**config.mk**
```make
export PLATFORM = sky130hd
export DESIGN_NAME = grant_ctrl_flat
export DESIGN_NICKNAME = d
export VERILOG_FILES = /design/src/rtl/grant_ctrl_if.sv /design/src/rtl/grant_ctrl.sv /design/src/flat_wrapper.sv
export SDC_FILE = /design/constraint.sdc
export NUM_CORES = 1
export LEC_CHECK = 0
export ABC_AREA = 1
export CAP_MARGIN = 20
export CORE_AREA = 2 2 70 72
export CTS_BUF_LIST = sky130_fd_sc_hd__clkbuf_16
export DETAILED_ROUTE_END_ITERATION = 6
export DIE_AREA = 0 0 72 74
export GPL_TIMING_DRIVEN = 0
export PLACE_DENSITY = 0.56
export SLEW_MARGIN = 20
export SYNTH_ARGS = -nofsm -noshare
export SYNTH_HDL_FRONTEND = slang
export SYNTH_SLANG_ARGS = --single-unit
```
**constraint.sdc**
```tcl
create_clock -name clk -period 1.6 [get_ports clk]
set_input_delay 0.32 -clock clk [delete_from_list [all_inputs] [get_ports clk]]
set_output_delay 0.32 -clock clk [all_outputs]
set_load 0.01 [all_outputs]
```
**src/rtl/grant_ctrl_if.sv**
```systemverilog
// -----------------------------------------------------------------------------
// grant_ctrl_if
//   Bundle of the client-facing and arbiter-facing signals of grant_ctrl.
//
//   Parameter:
//     N          number of requesting clients
//
//   Signals:
//     req        client level requests, bit i = client i
//     done       client i pulses for one cycle to end its transfer
//     arb_req    requests presented to the combinational arbiter
//     arb_gnt    one-hot (or zero) grant returned by the arbiter
//     gnt        registered one-hot grant to clients
//     gnt_idx    registered binary index of the granted client
//     gnt_valid  high while a grant is held
//     timeout    one-cycle pulse on a forced (hold-limit) release
//     proto_err  one-cycle pulse when arb_gnt was illegal
//
//   Modports:
//     slave      the grant controller itself
//     master     the environment (clients plus arbiter) around it
// -----------------------------------------------------------------------------
interface grant_ctrl_if #(
  parameter int N = 8
);
  localparam int IDX_W = $clog2(N);

  logic [N-1:0]     req;
  logic [N-1:0]     done;
  logic [N-1:0]     arb_req;
  logic [N-1:0]     arb_gnt;
  logic [N-1:0]     gnt;
  logic [IDX_W-1:0] gnt_idx;
  logic             gnt_valid;
  logic             timeout;
  logic             proto_err;

  modport slave (
    input  req, done, arb_gnt,
    output arb_req, gnt, gnt_idx, gnt_valid, timeout, proto_err
  );

  modport master (
    output req, done, arb_gnt,
    input  arb_req, gnt, gnt_idx, gnt_valid, timeout, proto_err
  );
endinterface

```
**src/rtl/grant_ctrl.sv**
```systemverilog
// -----------------------------------------------------------------------------
// grant_ctrl
//   Sequential wrapper around an external combinational fixed-priority arbiter
//   (LSB = highest priority). In IDLE it forwards pending requests to the
//   arbiter, captures a legal one-hot grant, holds it registered for the
//   client's multi-cycle transfer and releases it on done, request drop or
//   hold timeout. Every release is followed by one dead RELEASE cycle.
//
//   Parameters:
//     N          number of requesting clients (>= 2)
//     MAX_HOLD   maximum grant length in cycles before forced release (>= 2)
//
//   Ports:
//     clk        system clock, rising edge
//     rst_n      asynchronous active-low reset
//     bus        grant_ctrl_if.slave (req, done, arb_gnt in;
//                arb_req, gnt, gnt_idx, gnt_valid, timeout, proto_err out)
//
//   Optional feature (macro GRANT_CTRL_FAIR_EN):
//     Defined   : the client released most recently is masked out of arb_req
//                 while any other client is requesting, so back-to-back
//                 requests alternate instead of the lowest index winning.
//     Undefined : arb_req = req in IDLE, pure fixed priority.
//
//   All outputs except arb_req are registered; there is no combinational path
//   from req/done to gnt.
// -----------------------------------------------------------------------------
module grant_ctrl #(
  parameter int N        = 8,
  parameter int MAX_HOLD = 16
) (
  input logic        clk,
  input logic        rst_n,
  grant_ctrl_if.slave bus
);

  localparam int                IDX_W     = $clog2(N);
  localparam int                CNT_W     = $clog2(MAX_HOLD);
  localparam logic [CNT_W-1:0]  CNT_LIMIT = CNT_W'(MAX_HOLD - 1);
  localparam logic [N-1:0]      LSB_ONE   = N'(1);

  typedef enum logic [1:0] {
    IDLE,
    GRANT,
    RELEASE
  } state_t;

  state_t           state_q, state_d;
  logic [N-1:0]     gnt_q, gnt_d;
  logic [IDX_W-1:0] idx_q, idx_d;
  logic             valid_q, valid_d;
  logic             timeout_q, timeout_d;
  logic             proto_err_q, proto_err_d;
  logic [CNT_W-1:0] cnt_q, cnt_d;

  // Requests the arbiter sees while IDLE; also the reference for legality.
  logic [N-1:0]     req_eff;

`ifdef GRANT_CTRL_FAIR_EN
  logic [N-1:0] last_served_q, last_served_d;
  logic [N-1:0] req_masked;

  // Fall back to the unmasked requests when only the last-served client is
  // asking, otherwise it would never be granted again.
  always_comb begin
    req_masked = bus.req & ~last_served_q;
    req_eff    = (req_masked != '0) ? req_masked : bus.req;
  end
`else
  assign req_eff = bus.req;
`endif

  assign bus.arb_req = (state_q == IDLE) ? req_eff : '0;

  // Legal grant: exactly one bit set, and that bit was actually requested.
  logic arb_onehot;
  logic arb_legal;

  assign arb_onehot = (bus.arb_gnt != '0) &&
                      ((bus.arb_gnt & (bus.arb_gnt - LSB_ONE)) == '0);
  assign arb_legal  = arb_onehot && ((bus.arb_gnt & ~req_eff) == '0);

  function automatic logic [IDX_W-1:0] encode(input logic [N-1:0] onehot);
    encode = '0;
    for (int i = 0; i < N; i++) begin
      if (onehot[i]) encode = IDX_W'(i);
    end
  endfunction

  // Only the granted client's done/req matter while a grant is held.
  logic done_sel;
  logic req_sel;
  logic at_limit;

  assign done_sel = bus.done[idx_q];
  assign req_sel  = bus.req[idx_q];
  assign at_limit = (cnt_q == CNT_LIMIT);

  // NOTE: every signal written here gets its default first, so no path
  // through the case statement leaves one unassigned and infers a latch.
  always_comb begin
    state_d       = state_q;
    gnt_d         = gnt_q;
    idx_d         = idx_q;
    valid_d       = valid_q;
    timeout_d     = 1'b0;
    proto_err_d   = 1'b0;
    cnt_d         = cnt_q;
`ifdef GRANT_CTRL_FAIR_EN
    last_served_d = last_served_q;
`endif

    case (state_q)
      IDLE: begin
        cnt_d = '0;
        if (bus.arb_gnt != '0) begin
          if (arb_legal) begin
            gnt_d   = bus.arb_gnt;
            idx_d   = encode(bus.arb_gnt);
            valid_d = 1'b1;
            state_d = GRANT;
          end else begin
            proto_err_d = 1'b1;
          end
        end
      end

      GRANT: begin
        // Saturating: the limit forces a release before a wrap could occur.
        cnt_d = at_limit ? cnt_q : cnt_q + CNT_W'(1);
        if (done_sel || !req_sel || at_limit) begin
          state_d   = RELEASE;
          gnt_d     = '0;
          valid_d   = 1'b0;
          // A done arriving on the limit cycle is a normal completion.
          timeout_d = at_limit && !done_sel;
`ifdef GRANT_CTRL_FAIR_EN
          last_served_d = gnt_q;
`endif
        end
      end

      RELEASE: begin
        state_d = IDLE;
      end

      default: begin
        state_d = IDLE;
        gnt_d   = '0;
        valid_d = 1'b0;
      end
    endcase
  end

  // NOTE: state registers use non-blocking assignments so every flop samples
  // the pre-edge values regardless of statement order.
  always_ff @(posedge clk or negedge rst_n) begin
    if (!rst_n) begin
      state_q     <= IDLE;
      gnt_q       <= '0;
      idx_q       <= '0;
      valid_q     <= 1'b0;
      timeout_q   <= 1'b0;
      proto_err_q <= 1'b0;
      cnt_q       <= '0;
    end else begin
      state_q     <= state_d;
      gnt_q       <= gnt_d;
      idx_q       <= idx_d;
      valid_q     <= valid_d;
      timeout_q   <= timeout_d;
      proto_err_q <= proto_err_d;
      cnt_q       <= cnt_d;
    end
  end

`ifdef GRANT_CTRL_FAIR_EN
  always_ff @(posedge clk or negedge rst_n) begin
    if (!rst_n) last_served_q <= '0;
    else        last_served_q <= last_served_d;
  end
`endif

  assign bus.gnt       = gnt_q;
  assign bus.gnt_idx   = idx_q;
  assign bus.gnt_valid = valid_q;
  assign bus.timeout   = timeout_q;
  assign bus.proto_err = proto_err_q;

endmodule
```
**src/flat_wrapper.sv**
```systemverilog
// flat-port wrapper written by rule: the top's interface ports become plain ports
module grant_ctrl_flat 
#(
  parameter int N        = 8,
  parameter int MAX_HOLD = 16
)
  (clk, rst_n, bus_req, bus_done, bus_arb_gnt, bus_arb_req, bus_gnt, bus_gnt_idx, bus_gnt_valid, bus_timeout, bus_proto_err);
  grant_ctrl_if #(.N(N)) bus_i ();
  input logic clk;
  input logic rst_n;
  input wire logic [$bits(bus_i.req)-1:0] bus_req;
  input wire logic [$bits(bus_i.done)-1:0] bus_done;
  input wire logic [$bits(bus_i.arb_gnt)-1:0] bus_arb_gnt;
  output wire logic [$bits(bus_i.arb_req)-1:0] bus_arb_req;
  output wire logic [$bits(bus_i.gnt)-1:0] bus_gnt;
  output wire logic [$bits(bus_i.gnt_idx)-1:0] bus_gnt_idx;
  output wire logic [$bits(bus_i.gnt_valid)-1:0] bus_gnt_valid;
  output wire logic [$bits(bus_i.timeout)-1:0] bus_timeout;
  output wire logic [$bits(bus_i.proto_err)-1:0] bus_proto_err;
  assign bus_i.req = bus_req;
  assign bus_i.done = bus_done;
  assign bus_i.arb_gnt = bus_arb_gnt;
  assign bus_arb_req = bus_i.arb_req;
  assign bus_gnt = bus_i.gnt;
  assign bus_gnt_idx = bus_i.gnt_idx;
  assign bus_gnt_valid = bus_i.gnt_valid;
  assign bus_timeout = bus_i.timeout;
  assign bus_proto_err = bus_i.proto_err;
  grant_ctrl #(.N(N), .MAX_HOLD(MAX_HOLD)) u_core (.clk(clk), .rst_n(rst_n), .bus(bus_i));
endmodule
```
==> impl_metrics.sql <==
INSERT INTO impl_metrics (metric_group, metric, value, unit) VALUES
('outcome', 'violations', 'setup timing', ''),
('routing', 'drc_errors', '0', ''),
('worst_setup_path', 'classification_of_the_worst_setup_path', 'register to primary output', ''),
('worst_setup_path', 'worst_ep_required_time', '1.28', 'ns'),
('clock_tree', 'clock_tree.buffer_depth', '2', ''),
('routing', 'drt_first_pass_iters', '4', ''),
('floorplanning', 'design.core.area', '4600', 'sq um'),
('logic_synthesis', 'synthCells', '188', ''),
('placement', 'post-place-cells', '289', ''),
('logic_synthesis', 'ys_seq_elements', '20', ''),
('final_layout', 'fillers', '470', ''),
('floorplanning', 'floorplan.initialDensity', '28.5', '%'),
('sta', 'drv_slew', '0', ''),
('sta', 'final.setup_skew', '0.00290', 'ns'),
('routing', 'detail_route.wl_per_cell', '13.0', 'microns'),
('power_and_ir_drop', 'cell_internal_pwr', '0.00100', 'W'),
('logic_synthesis', 'synth_top_area_cell', 'sky130_fd_sc_hd__dfrtp_1', ''),
('clock_tree', 'cts_hold_buf', '0', ''),
('power_and_ir_drop', 'cellLeakagePower', '1.05', 'nW'),
('job', 'max_cap_violation_count', '0', ''),
('grt', 'global_route.overflow_total', '0', ''),
('grt', 'vias_in_the_first_global_route', '1260', ''),
('floorplanning', 'die_area', '5330', 'sq um'),
('power_and_ir_drop', 'clockPowerShare', '38.3', '%'),
('clock_tree', 'clockRootBuffer', 'sky130_fd_sc_hd__clkbuf_16', ''),
('final_layout', 'final_design_area_no_fill', '2070', 'sq um'),
('floorplanning', 'design.portCount', '48', ''),
('logic_synthesis', 'synth.yosys.seq_area_share', '38.2', '%'),
('clock_tree', 'cts.sink_count', '20', ''),
('sta', 'final_critical_delay_including_setup_and_external_delays', '1.64', 'ns'),
('floorplanning', 'fp.dieH', '74', 'microns'),
('final_layout', 'most-common-layout-cells', 'sky130_fd_sc_hd__nand2_1 (51), sky130_fd_sc_hd__clkdlybuf4s50_1 (22), sky130_fd_sc_hd__nand3_1 (19), sky130_fd_sc_hd__dfrtp_1 (19), sky130_fd_sc_hd__inv_1 (18)', ''),
('worst_hold_path', 'worst_hold_path_type', 'input port to register', ''),
('sta', 'setup_ws', '-0.0445', 'ns'),
('worst_setup_path', 'worstSetupStartpointType', 'register', ''),
('logic_synthesis', 'postSynthNetCount', '215', ''),
('outcome', 'run_status', 'complete, but fails checks', ''),
('sta', 'maxSlewHeadroom', '35.0', '%'),
('sta', 'setup_viol', '2', ''),
('placement', 'globalplace.congestion', '0.907', ''),
('grt', 'global_route_wire_length_before_repair', '6.03', 'mm'),
('power_and_ir_drop', 'share_of_total_power_in_sequential_cells', '40.2', '%'),
('grt', 'largest_net_degree_at_the_start_of_global_routing', '21', ''),
('logic_synthesis', 'synthesis.area', '1310', 'sq um'),
('logic_synthesis', 'postSynthAreaPerCell', '6.96', 'sq um'),
('logic_synthesis', 'synth_top_area_share', '38.2', '%'),
('sta', 'grt_setup_unrepaired', 'yes', ''),
('worst_setup_path', 'worstPathArrival', '1.32', 'ns'),
('worst_setup_path', 'timing.critical_path.to_type', 'primary output', ''),
('power_and_ir_drop', 'max-vdd-ir-drop', '0.329', 'mV'),
('placement', 'dpl.hpwl', '2.81', 'mm'),
('sta', 'tightest_slew', '0.972', 'ns'),
('power_and_ir_drop', 'power.switching', '0.000346', 'W'),
('sta', 'final.period_utilization', '103', '%'),
('final_layout', 'postLayoutCoreUtil', '45.1', '%'),
('sta', 'finalHoldViolCount', '0', ''),
('routing', 'routed-via-count', '1384', ''),
('floorplanning', 'row_count', '25', ''),
('routing', 'route.detailed.vias_per_inst', '4.57', ''),
('final_layout', 'nNetsFinal', '278', ''),
('placement', 'numPortBuffers', '47', ''),
('grt', 'groute.usage.overall', '14.6', '%'),
('logic_synthesis', 'synth_warnings', '0', ''),
('final_layout', 'fin_cells', '303', ''),
('clock_tree', 'cts-buffers-inserted', '3', ''),
('final_layout', 'antennaDiodeCount', '0', ''),
('clock_tree', 'ctsHtreeMaxLevel', '1', ''),
('grt', 'antenna_found_initial', '0', ''),
('routing', 'detail-route-antenna-nets', '0', ''),
('routing', 'dr.first_iter.drc_count', '59', ''),
('worst_setup_path', 'timing.critical_path.fanout_max', '13', '');
layout make-up:
| type | instances | area (sq um) | area share (%) |
|---|---|---|---|
| multi-input cells | 139 | 744 | 35.9 |
| repair buffers | 58 | 537 | 25.9 |
| flip-flops and latches | 20 | 502 | 24.2 |
| inverters | 26 | 110 | 5.31 |
| clock buffers | 3 | 75.1 | 3.62 |
| well taps | 54 | 67.6 | 3.26 |
| plain buffers | 3 | 36.3 | 1.75 |
Yosys cell counts:
master	count
sky130_fd_sc_hd__a21oi_1	7
sky130_fd_sc_hd__and2_1	1
sky130_fd_sc_hd__and2_4	1
sky130_fd_sc_hd__buf_12	1
sky130_fd_sc_hd__buf_2	1
sky130_fd_sc_hd__buf_4	1
sky130_fd_sc_hd__clkbuf_1	1
sky130_fd_sc_hd__dfrtp_1	20
sky130_fd_sc_hd__ha_1	1
sky130_fd_sc_hd__inv_1	25
sky130_fd_sc_hd__inv_2	1
sky130_fd_sc_hd__nand2_1	55
sky130_fd_sc_hd__nand2_2	4
sky130_fd_sc_hd__nand3_1	21
sky130_fd_sc_hd__nand3_2	6
sky130_fd_sc_hd__nand4_1	1
sky130_fd_sc_hd__nor2_1	21
sky130_fd_sc_hd__nor2_2	4
sky130_fd_sc_hd__nor2_4	2
sky130_fd_sc_hd__nor3_1	3
sky130_fd_sc_hd__nor3_2	1
sky130_fd_sc_hd__o21a_1	1
sky130_fd_sc_hd__o21ai_0	6
sky130_fd_sc_hd__o21ai_1	1
sky130_fd_sc_hd__o22ai_1	1
sky130_fd_sc_hd__xor2_1	1
critical path, cell delays in order (launching register included):
cell and delay, ns:
sky130_fd_sc_hd__dfrtp_1 0.41, sky130_fd_sc_hd__nor2_4 0.22, sky130_fd_sc_hd__inv_6 0.10, sky130_fd_sc_hd__nor2_1 0.10, sky130_fd_sc_hd__clkdlybuf4s15_2 0.23
power by group through the flow:
| stage | sequential, W | clock, W | combinational (W) |
|---|---|---|---|
| 3_5_place_dp | 0.000550 | 0 | 0.000280 |
| 6_report | 0.000542 | 0.000517 | 0.000291 |
| 3_3_place_gp | 0.000550 | 0 | 0.000279 |
| 5_1_grt | 0.000544 | 0.000551 | 0.000321 |
| 4_1_cts | 0.000542 | 0.000523 | 0.000269 |
| 2_1_floorplan | 0.000559 | 0 | 0.0000975 |
repair_timing:
action,in CTS,in global routing
gates cloned,0,3
endpoints found under the setup margin,22,23
setup buffers,1,8
resized for setup,36,61
pin swaps,1,21
registers in the layout (all words and copies together), names as in the netlist:
name,cells
u_core.bus.gnt_idx,3
u_core.bus.timeout,1
u_core.cnt_q,4
u_core.state_q,2
u_core.bus.gnt,8
u_core.bus.gnt_valid,1
u_core.bus.proto_err,1
layer usage:
metal	track usage (%)	vias up	wire length, microns	share of wire, %
li1	-	721	-	-
met3	2.57	5	121	3.1
met5	0	-	0	0
met1	21.3	629	1930	49
met2	21.5	29	1840	47
met4	5.66	0	59	1.5
through the flow:
stage               setup WS, ns  total power, W  hold slack, ns
CTS                      0.00218         0.00133           0.475
global route              -0.112         0.00142           0.380
finish                   -0.0445         0.00135           0.365
detailed placement        -0.447        0.000830           0.461
global placement          -0.459        0.000829           0.458
floorplan                  0.212        0.000656          0.0244
kinds of logic after synthesis:
group | synth area share (%)
xor+xnor | 0.669
fa+ha+maj | 0.956
flops | 38.2
simple gates | 43.5
buf+inv | 10.2
compound gates | 6.41
path summary, 6_finish.rpt:
kind                       cells after the start  slack, ns                   from                     to
max                                            4      -0.04      u_core.state_q[0]         bus_arb_req[4]
max reg2reg                                   10       0.01  u_core.bus.gnt_idx[0]      u_core.bus.gnt[4]
min reg2reg                                    2       0.47      u_core.bus.gnt[7]      u_core.bus.gnt[7]
min                                            3       0.36         bus_arb_gnt[2]      u_core.bus.gnt[2]
max in group asynchronous                      1       0.34                  rst_n  u_core.bus.gnt_idx[1]
min in group asynchronous                      1       0.61                  rst_n      u_core.bus.gnt[4]
(Power assumes the default switching activity.)
